--- src/rtl/exception_commit_pkg.sv ---
// Shared CPU defines for the exception/commit path.
//   - ExcCode values written into Cause.ExcCode
//   - CP0 register numbers used by MTC0/MFC0
//   - bit positions inside MEM_ExcVec
//   - commit FSM state encoding and the resolved-exception record
package exception_commit_pkg;

    localparam logic [4:0] EXC_INT  = 5'd0;
    localparam logic [4:0] EXC_ADEL = 5'd4;
    localparam logic [4:0] EXC_ADES = 5'd5;
    localparam logic [4:0] EXC_SYS  = 5'd8;
    localparam logic [4:0] EXC_BP   = 5'd9;
    localparam logic [4:0] EXC_RI   = 5'd10;
    localparam logic [4:0] EXC_OV   = 5'd12;
    localparam logic [4:0] EXC_TR   = 5'd13;

    localparam logic [4:0] CP0_BADVADDR = 5'd8;
    localparam logic [4:0] CP0_COUNT    = 5'd9;
    localparam logic [4:0] CP0_COMPARE  = 5'd11;
    localparam logic [4:0] CP0_STATUS   = 5'd12;
    localparam logic [4:0] CP0_CAUSE    = 5'd13;
    localparam logic [4:0] CP0_EPC      = 5'd14;

    localparam int EV_ADEL_IF = 0;
    localparam int EV_RI      = 1;
    localparam int EV_OV      = 2;
    localparam int EV_TR      = 3;
    localparam int EV_SYS     = 4;
    localparam int EV_BP      = 5;
    localparam int EV_ADEL_D  = 6;
    localparam int EV_ADES    = 7;
    localparam int EV_RSVD    = 8;

    typedef enum logic {
        S_IDLE     = 1'b0,
        S_REDIRECT = 1'b1
    } state_t;

    // Outcome of priority resolution for the MEM-stage instruction.
    typedef struct packed {
        logic       hit;      // some exception (or interrupt) is taken
        logic [4:0] code;     // Cause.ExcCode to record
        logic       badv_en;  // BadVAddr gets written
        logic       badv_pc;  // BadVAddr source is the PC (fetch fault)
    } exc_t;

endpackage

--- src/rtl/exception_commit_cp0.sv ---
// cp0_regs: CP0 register file (BadVAddr, Count, Compare, Status, Cause, EPC).
// Ports:
//   clk, rst                       clock, async active-high reset
//   ext_int[5:0]                   level interrupts -> Cause.IP[7:2]
//   wr_en/wr_addr/wr_data          MTC0 write (already qualified by the commit logic)
//   rd_addr/rd_data                combinational MFC0 read
//   exc_commit/exc_code/exc_bd/exc_pc  exception side effects
//   badv_en/badv_data              BadVAddr update on address faults
//   eret                           clears Status.EXL
//   int_req                        pending enabled interrupt
//   epc                            current EPC (ERET target)
module cp0_regs
    import exception_commit_pkg::*;
#(
    parameter int COUNT_DIV = 2
) (
    input  logic        clk,
    input  logic        rst,
    input  logic [5:0]  ext_int,
    input  logic        wr_en,
    input  logic [4:0]  wr_addr,
    input  logic [31:0] wr_data,
    input  logic [4:0]  rd_addr,
    output logic [31:0] rd_data,
    input  logic        exc_commit,
    input  logic [4:0]  exc_code,
    input  logic        exc_bd,
    input  logic [31:0] exc_pc,
    input  logic        badv_en,
    input  logic [31:0] badv_data,
    input  logic        eret,
    output logic        int_req,
    output logic [31:0] epc
);
    localparam int DW = (COUNT_DIV > 1) ? $clog2(COUNT_DIV) : 1;

    logic [7:0]    im;
    logic          exl, ie, bd, ti;
    logic [1:0]    sw_ip;
    logic [4:0]    exc_code_q;
    logic [31:0]   badvaddr, count, compare;
    logic [DW-1:0] div;
    logic [7:0]    ip;
    logic [31:0]   status, cause;
    logic          wr_status, wr_cause, wr_epc, wr_count, wr_compare;

    assign wr_status  = wr_en && (wr_addr == CP0_STATUS);
    assign wr_cause   = wr_en && (wr_addr == CP0_CAUSE);
    assign wr_epc     = wr_en && (wr_addr == CP0_EPC);
    assign wr_count   = wr_en && (wr_addr == CP0_COUNT);
    assign wr_compare = wr_en && (wr_addr == CP0_COMPARE);

    // Timer interrupt shares IP7 with the top external line.
    assign ip      = {ext_int[5] | ti, ext_int[4:0], sw_ip};
    assign status  = {9'd0, 1'b1, 6'd0, im, 6'd0, exl, ie};
    assign cause   = {bd, ti, 14'd0, ip, 1'b0, exc_code_q, 2'd0};
    assign int_req = ie && !exl && (|(ip & im));

    // Exception side effects are applied after MTC0 so they win on the same
    // register; ERET last so its EXL clear is final.
    always_ff @(posedge clk or posedge rst) begin
        if (rst) begin
            im         <= '0;
            exl        <= 1'b0;
            ie         <= 1'b0;
            bd         <= 1'b0;
            sw_ip      <= '0;
            exc_code_q <= '0;
            epc        <= '0;
            badvaddr   <= '0;
        end else begin
            if (wr_status) begin
                im  <= wr_data[15:8];
                exl <= wr_data[1];
                ie  <= wr_data[0];
            end
            if (wr_cause) sw_ip <= wr_data[9:8];
            if (wr_epc)   epc   <= wr_data;
            if (exc_commit) begin
                exc_code_q <= exc_code;
                exl        <= 1'b1;
                // Nested exceptions keep the original return point.
                if (!exl) begin
                    epc <= exc_bd ? exc_pc - 32'd4 : exc_pc;
                    bd  <= exc_bd;
                end
                if (badv_en) badvaddr <= badv_data;
            end
            if (eret) exl <= 1'b0;
        end
    end

    // Count advances once per COUNT_DIV cycles; a Count write restarts the phase.
    always_ff @(posedge clk or posedge rst) begin
        if (rst) begin
            count   <= '0;
            compare <= '0;
            div     <= '0;
            ti      <= 1'b0;
        end else begin
            if (wr_count) begin
                count <= wr_data;
                div   <= '0;
            end else if (div == DW'(COUNT_DIV - 1)) begin
                count <= count + 32'd1;
                div   <= '0;
            end else begin
                div <= div + 1'b1;
            end
            if (wr_compare) begin
                compare <= wr_data;
                ti      <= 1'b0;
            end else if (count == compare) begin
                ti <= 1'b1;
            end
        end
    end

    always_comb begin
        rd_data = '0;
        case (rd_addr)
            CP0_BADVADDR: rd_data = badvaddr;
            CP0_COUNT:    rd_data = count;
            CP0_COMPARE:  rd_data = compare;
            CP0_STATUS:   rd_data = status;
            CP0_CAUSE:    rd_data = cause;
            CP0_EPC:      rd_data = epc;
            default:      rd_data = '0;
        endcase
    end

endmodule

--- src/rtl/exception_commit.sv ---
// exception_commit: resolves MEM-stage exceptions/interrupts/ERET, updates CP0,
// flushes the pipe and redirects fetch through a valid/ready handshake.
// Ports:
//   clk, rst                       clock, async active-high reset
//   MEM_*                          committing instruction info
//   Ext_Int[5:0]                   external interrupt levels
//   CP0_Wr*/CP0_Rd*                MTC0 write / MFC0 read ports
//   Flush                          one-cycle kill of IF..MEM after a commit
//   Redirect_Valid/PC/Ready        fetch redirect handshake
module exception_commit
    import exception_commit_pkg::*;
#(
    parameter logic [31:0] EXC_VECTOR = 32'hBFC00380,
    parameter int          COUNT_DIV  = 2
) (
    input  logic        clk,
    input  logic        rst,
    input  logic        MEM_Valid,
    input  logic [31:0] MEM_PC,
    input  logic        MEM_InDelaySlot,
    input  logic [8:0]  MEM_ExcVec,
    input  logic [31:0] MEM_BadVAddr,
    input  logic        MEM_Eret,
    input  logic [5:0]  Ext_Int,
    input  logic        CP0_WrEn,
    input  logic [4:0]  CP0_WrAddr,
    input  logic [31:0] CP0_WrData,
    input  logic [4:0]  CP0_RdAddr,
    output logic [31:0] CP0_RdData,
    output logic        Flush,
    output logic        Redirect_Valid,
    output logic [31:0] Redirect_PC,
    input  logic        Redirect_Ready
);
    state_t      state, state_nx;
    exc_t        exc;
    logic        int_req, accept, exc_commit, eret_commit, mtc0;
    logic [31:0] epc;
    logic        unused_resv;

    assign unused_resv = MEM_ExcVec[EV_RSVD];

    // MEM is only looked at while no redirect is outstanding.
    assign accept      = MEM_Valid && (state == S_IDLE);
    assign exc_commit  = accept && exc.hit;
    assign eret_commit = accept && MEM_Eret && !exc.hit;
    assign mtc0        = accept && CP0_WrEn && !exc.hit;

    always_comb begin
        exc = '{hit: 1'b1, code: EXC_INT, badv_en: 1'b0, badv_pc: 1'b0};
        if (int_req)                    exc.code = EXC_INT;
        else if (MEM_ExcVec[EV_ADEL_IF]) begin
            exc.code    = EXC_ADEL;
            exc.badv_en = 1'b1;
            exc.badv_pc = 1'b1;
        end
        else if (MEM_ExcVec[EV_RI])     exc.code = EXC_RI;
        else if (MEM_ExcVec[EV_OV])     exc.code = EXC_OV;
        else if (MEM_ExcVec[EV_TR])     exc.code = EXC_TR;
        else if (MEM_ExcVec[EV_SYS])    exc.code = EXC_SYS;
        else if (MEM_ExcVec[EV_BP])     exc.code = EXC_BP;
        else if (MEM_ExcVec[EV_ADEL_D]) begin
            exc.code    = EXC_ADEL;
            exc.badv_en = 1'b1;
        end
        else if (MEM_ExcVec[EV_ADES]) begin
            exc.code    = EXC_ADES;
            exc.badv_en = 1'b1;
        end
        else                            exc.hit = 1'b0;
    end

    cp0_regs #(.COUNT_DIV(COUNT_DIV)) u_cp0 (
        .clk        (clk),
        .rst        (rst),
        .ext_int    (Ext_Int),
        .wr_en      (mtc0),
        .wr_addr    (CP0_WrAddr),
        .wr_data    (CP0_WrData),
        .rd_addr    (CP0_RdAddr),
        .rd_data    (CP0_RdData),
        .exc_commit (exc_commit),
        .exc_code   (exc.code),
        .exc_bd     (MEM_InDelaySlot),
        .exc_pc     (MEM_PC),
        .badv_en    (exc.badv_en),
        .badv_data  (exc.badv_pc ? MEM_PC : MEM_BadVAddr),
        .eret       (eret_commit),
        .int_req    (int_req),
        .epc        (epc)
    );

    always_ff @(posedge clk or posedge rst) begin
        if (rst) state <= S_IDLE;
        else     state <= state_nx;
    end

    always_comb begin
        state_nx = state;
        case (state)
            S_IDLE:     if (exc_commit || eret_commit) state_nx = S_REDIRECT;
            S_REDIRECT: if (Redirect_Ready)            state_nx = S_IDLE;
            default:    state_nx = S_IDLE;
        endcase
    end

    // Decoded from the state register so reset drops it without a clock.
    assign Redirect_Valid = (state == S_REDIRECT);

    // Redirect_PC only loads from IDLE, so it is frozen for the whole REDIRECT.
    always_ff @(posedge clk or posedge rst) begin
        if (rst) begin
            Flush       <= 1'b0;
            Redirect_PC <= '0;
        end else begin
            Flush <= exc_commit || eret_commit;
            if (exc_commit)       Redirect_PC <= EXC_VECTOR;
            else if (eret_commit) Redirect_PC <= epc;
        end
    end

endmodule

--- config.mk ---
export PLATFORM = sky130hd
export DESIGN_NAME = exception_commit
export DESIGN_NICKNAME = d
export VERILOG_FILES = /design/src/rtl/exception_commit_pkg.sv /design/src/rtl/exception_commit_cp0.sv /design/src/rtl/exception_commit.sv
export SDC_FILE = /design/constraint.sdc
export NUM_CORES = 1
export LEC_CHECK = 0
export BUFFER_PORTS_ARGS = -buffer_cell sky130_fd_sc_hd__buf_2
export CAP_MARGIN = 15
export CORE_UTILIZATION = 50
export CTS_CLUSTER_SIZE = 12
export DETAILED_ROUTE_END_ITERATION = 6
export PLACE_DENSITY = 0.73
export SLEW_MARGIN = 20
export SYNTH_ARGS = -nofsm -noshare
export SYNTH_HDL_FRONTEND = slang
export SYNTH_SLANG_ARGS = --single-unit
--- constraint.sdc ---
create_clock -name clk -period 6.82 [get_ports clk]
set_input_delay 0.682 -clock clk [delete_from_list [all_inputs] [get_ports clk]]
set_output_delay 0.682 -clock clk [all_outputs]
set_load 0.05 [all_outputs]
=== Word-level counts from Yosys, hierarchy flattened ===
Index checks and enable logic that the tools add are counted.
Widths: inputs -> output; s select.

* Bits of input ports: 128
* Register bits: 182
* Logic and storage cells: 102

* Muxes and demuxes: 45
* Bitwise gates (word level): 4
* Equal/unequal tests: 12
* Reduce and logical (&&, ||, !) cells: 23
* $add $sub $neg: 3

{| class="wikitable"
|+ Operator list
! operator !! count
|-
| $mux 32 || 9
|-
| $pmux 32 s6 || 1
|-
| $eq 5x4->1 const B || 11
|-
| $add 32x1->32 const B || 1
|-
| $eq 32x32->1 || 1
|-
| $mux 4 || 8
|-
| $sub 32x3->32 const B || 1
|-
| $mux 1 || 24
|-
| $logic_and 1x1->1 || 13
|-
| $and 8x8->8 || 1
|-
| $reduce_or 8->1 || 1
|-
| $reduce_bool 2->1 || 3
|-
| $mux 5 || 1
|-
| $reduce_and 2->1 || 2
|-
| $reduce_bool 3->1 || 1
|-
| $logic_not 1->1 || 2
|-
| $mux 2 || 1
|-
| $not 1->1 || 2
|-
| $pmux 1 s2 || 1
|-
| $add 1x1->1 const B || 1
|-
| $logic_or 1x1->1 || 1
|-
| $or 1x1->1 || 1
|}

=== Depth between registers and ports, before layout ===
* Word-level depth: 15
* Mapped depth: 8

=== Modules after synthesis ===
A second synthesis with hierarchy kept.

* Cell total of the unflattened synthesis: 927
* Area, all modules: 9969.6 um^2

{| class="wikitable"
|+ Modules (own cells, without submodules)
! module !! cells an instance !! area an instance (um^2) !! seq. area each (um^2) !! times used
|-
| cp0_regs || 786 || 8221.6 || 3703.6 || 1
|-
| exception_commit || 141 || 1747.9 || 850.8 || 1
|}

=== Worst setup path after synthesis ===
OpenSTA, ideal clock, no wires.

* Kind: input -> output
* Start: input port CP0_RdAddr[1]
* End: output port CP0_RdData[13]
* Arrival time: 2314 ps
* Path slack: 3824 ps
* Stages: 5
* Cells stage by stage: or3b_2 > nor3_1 > clkbuf_1 > a22oi_1 > nand3_1

* Cells in the longest elaborated chain, start to end: 2
* Elaborated cells between the ends (all ways): 7

{| class="wikitable"
|+ Ends and longest elaborated chain
! item !! line !! source
|-
| start, declared || exception_commit.sv:28 || <nowiki>input logic [4:0] CP0_RdAddr,</nowiki>
|-
| $eq 5x4->1 || exception_commit_cp0.sv:121 || <nowiki>case (rd_addr)</nowiki>
|-
| $pmux 32 s6 * || exception_commit_cp0.sv:121 ||
|-
| end, declared || exception_commit.sv:29 || <nowiki>output logic [31:0] CP0_RdData,</nowiki>
|}

Mark *: on every way between the ends. The rest lies on a longest branch, timed or not.

=== Final worst setup path ===
* Start: register u_cp0.sw_ip[0]
* End: register u_cp0.badvaddr[3]

* Cells in the longest elaborated chain, start to end: 6
* Elaborated cells between the ends (all ways): 8

{| class="wikitable"
|+ Ends and longest elaborated chain
! item !! line !! source
|-
| start, declared || exception_commit_cp0.sv:39 || <nowiki>logic [1:0] sw_ip;</nowiki>
|-
| start signal, assigned || exception_commit_cp0.sv:77 || <nowiki>if (wr_cause) sw_ip <= wr_data[9:8];</nowiki>
|-
| $and 8x8->8 * || exception_commit_cp0.sv:57 || <nowiki>assign int_req = ie && !exl && (|(ip & im));</nowiki>
|-
| $reduce_or 8->1 * || exception_commit_cp0.sv:57 ||
|-
| $logic_and 1x1->1 * || exception_commit_cp0.sv:57 ||
|-
| $mux 1 || exception_commit.sv:51 || <nowiki>if (int_req) exc.code = EXC_INT;</nowiki>
|-
| $logic_and 1x1->1 || exception_commit.sv:45 || <nowiki>assign exc_commit = accept && exc.hit;</nowiki>
|-
| $reduce_and 2->1 (no source line) || n/a ||
|-
| end signal, assigned || exception_commit_cp0.sv:87 || <nowiki>if (badv_en) badvaddr <= badv_data;</nowiki>
|-
| end, declared || exception_commit_cp0.sv:41 || <nowiki>logic [31:0] badvaddr, count, compare;</nowiki>
|}

Marks and branches as above.
A chain may end at the register's enable or synchronous reset.

==> implementation parameters <==
Parameter                              Value

Outcome
  Run status    finished clean

Synth
  Flip-flop and latch count after synthesis    181
  YS warnings    0
  Complex-gate fraction of the synthesized area    0.141
  Share of synthesized area occupied by flip-flops and latches    0.457
  Combined area of all synthesized cells    9910 sq um
  Count of flip-flops with a built-in enable after synthesis    0
  Post-synthesis average cell area    9.72 sq um
  Multiplexer fraction of the synthesized cell area    0.128
  Syn Inst Count    1019
  Share of synthesized flip-flops with an asynchronous set or reset    1.00
  Simple logic cell fraction of the synthesized area    0.162
  Unique masters post-synth    58
  Number of nets produced by synthesis    1149
  Main combinational cell family by area after synthesis    simple AND/OR/NAND/NOR gates
  Xor/xnor cell area share of the yosys netlist    0.0760
  Synth Area in Adders    0.00253
  Most used DFF post-synth    dfrtp_1

Critical path
  CP arrival    3.59 ns
  Startpoint types    register
  Endpoint type of the worst setup path    register
  Worst EP required    7.17 ns
  Worst setup path startpoint    u_cp0.sw_ip[0]
  Maximum fanout along the worst path    40
  Critical path class    register to register
  Worst R2R Start    u_cp0.sw_ip[0]

Detailed routing
  Detailed Route Iter0 Violations    944
  Drt total wl    31400 um
  Count of vias placed by the detailed router    9022
  Number of search-and-repair iterations in the first detailed-routing pass    6
  WL/cell    21.5 um
  Vias per std cell    6.18
  Final ANT Viol Nets    0
  Residual DRC    0

Timing
  Worst-case clock skew    0.00831 ns
  Worst slew margin    0.249
  Share of the cycle needed by the critical path after routing    0.475
  F_max    308 MHz
  Final total negative setup slack    0 ns
  Post-layout min period    3.24 ns
  Transition time at the pin with the least slew margin    1.12 ns
  Max-slew violation total from the final report    0
  Unrepaired setup endpoints after global routing    false
  Hold violation total from the final report    0
  # setup viols final    0

Pwr
  Peak supply drop    174 uV
  Total design power    2710 uW
  Leak    0.00528 uW
  Pwr/cell area    231 nW/um^2

Place
  RePlAce Congestion    0.851
  Post-DP HPWL    21000 um
  Input/output buffers    192

Clocking
  # resized after CTS    0
  Total clock buffers created by CTS    17
  TritonCTS Sinks    181
  Number of levels the H-tree was split into    4
  Post-CTS setup buffer count    0
  Number of buffers added to fix hold violations after cts    0
  Clock tree from TritonCTS    done
  Clock root buffer    clkbuf_16
  Clock edge transition at the registers on the reported setup and hold paths    0.07 ns
  Clk Latency, worst-skew pair    0.43 ns
  Buffers from clock root to sink, at most    2

Final layout
  Area overhead of the layout relative to synthesis    18.6%
  Number of nets in the finished design    1311
  Antenna diode count    0
  Final core utilization    0.604
  Share of final-layout standard cells stronger than drive strength 1    0.250

GRT
  Wire length of the first global-routing pass    48500 um
  Aggregate global routing overflow    0
  Number of global-route vias before repair    8711
  Total routing resource utilization after global routing    0.317
  Number of antenna violations at the first check in global routing    0
  Largest net degree at the start of global routing    102

Floorplanning
  Standard-cell row count    51
  Die height    143 um
  Area of the die    20400 sq um
  Number of placed I/O pins    194
  Starting Density    0.509
  Core region area    19500 sq um
  Horiz. Die Dim    143 um

Job
  Number of maximum-capacitance violations    0

Worst hold path
  Hold path startpoint    Redirect_Ready
  Kind of path behind the tightest hold check    primary input to register
-- final cells by class --
class	instances	area [sq um]
Clock inverter	13	179
Multi-Input combinational cell	761	5130
Tap cell	265	332
Inverter	14	57.6
Sequential cell	181	4530
Clock buffer	19	453
Timing Repair Buffer	206	1070
Fill cell	1704	7710
-- flip-flops by register name (all words and copies together) (netlist names) --
register	cells
u_cp0.ti	1
Redirect_PC	32
u_cp0.bd	1
u_cp0.badvaddr	32
u_cp0.exl	1
u_cp0.ie	1
u_cp0.count	32
Redirect_Valid	1
u_cp0.exc_code_q	4
u_cp0.im	8
Flush	1
u_cp0.compare	32
u_cp0.epc	32
u_cp0.sw_ip	2
u_cp0.div	1
-- metal layers --
metal | GRT usage | vias up | share of wire
met5 | 0 | - | 0
met4 | 0.121 | 0 | 0.031
met3 | 0.0580 | 78 | 0.085
met2 | 0.505 | 484 | 0.47
met1 | 0.430 | 4456 | 0.41
li1 | - | 4004 | -
-- cells in the mapped netlist, types with 14 or more instances --
master | instances | area (sq um)
xnor2_1 | 79 | 692
nor2_1 | 95 | 357
o21ai_0 | 17 | 85.1
nand4_1 | 15 | 93.8
inv_1 | 14 | 52.6
nor3_1 | 30 | 150
nor4_1 | 16 | 100
nand3_1 | 34 | 170
a21oi_1 | 90 | 450
nand2_1 | 105 | 394
mux2i_1 | 79 | 791
mux2_2 | 39 | 439
dfrtp_1 | 181 | 4530
a22oi_1 | 64 | 480
clkbuf_1 | 41 | 154
-- cell families (layout without fill, tap and decap cells) --
kind of cell | after synthesis | count (layout)
AO/OA/AOI/OAI | 213 | 213
XOR/XNOR | 86 | 86
adder cells (fa/ha/maj) | 2 | 2
buffers and inverters | 77 | 252
flip-flops | 181 | 181
multiplexers | 121 | 121
AND/OR/NAND/NOR | 339 | 339
-- cell usage in the layout (no fill, tap or decap), types with 27 or more instances in the layout --
cell	count
nor3_1	27
a22oi_1	64
nand2_1	105
nand3_1	34
mux2i_1	79
nor2_1	94
a21oi_1	89
buf_2	192
mux2_2	39
dfrtp_1	181
xnor2_1	79
-- power by group --
| group | total [uW] | internal [uW] | leakage [uW] | switching (uW) |
|---|---|---|---|---|
| Clock | 1060 | 632 | 0.000301 | 430 |
| Combinational | 364 | 143 | 0.00269 | 221 |
| Sequential | 1290 | 1180 | 0.00229 | 103 |
-- path summary, 6_finish.rpt --
path	to	slack, ns	depth (start not counted)
min in group asynchronous	u_cp0.badvaddr[5]	0.44	2
hold / removal	Redirect_Valid	0.43	2
hold reg to reg	Redirect_PC[31]	0.49	2
setup reg to reg	u_cp0.badvaddr[3]	3.58	6
max in group asynchronous	u_cp0.count[3]	5.08	3
setup / recovery	u_cp0.badvaddr[3]	3.58	6
-- worst max-delay path: stages (launching register included) --
cell	delay, ns
dfrtp_1	0.42
a222oi_1	0.61
nand4_1	0.35
a211oi_4	0.98
buf_4	0.55
nor2_1	0.07
a21oi_1	0.14
-- stage by stage --
step                setup slack [ns]  instance area (sq um)  instances  hold slack, ns
floorplan                       1.22                   9910       1019           0.450
global placement                3.37                  11100       1427           0.474
detailed placement              3.28                  11100       1427           0.477
CTS                             3.63                  11700       1459           0.418
global route                    3.29                  11800       1459           0.426
finish                          3.58                  11800       1459           0.430
Power figures use the tool's default switching activity.
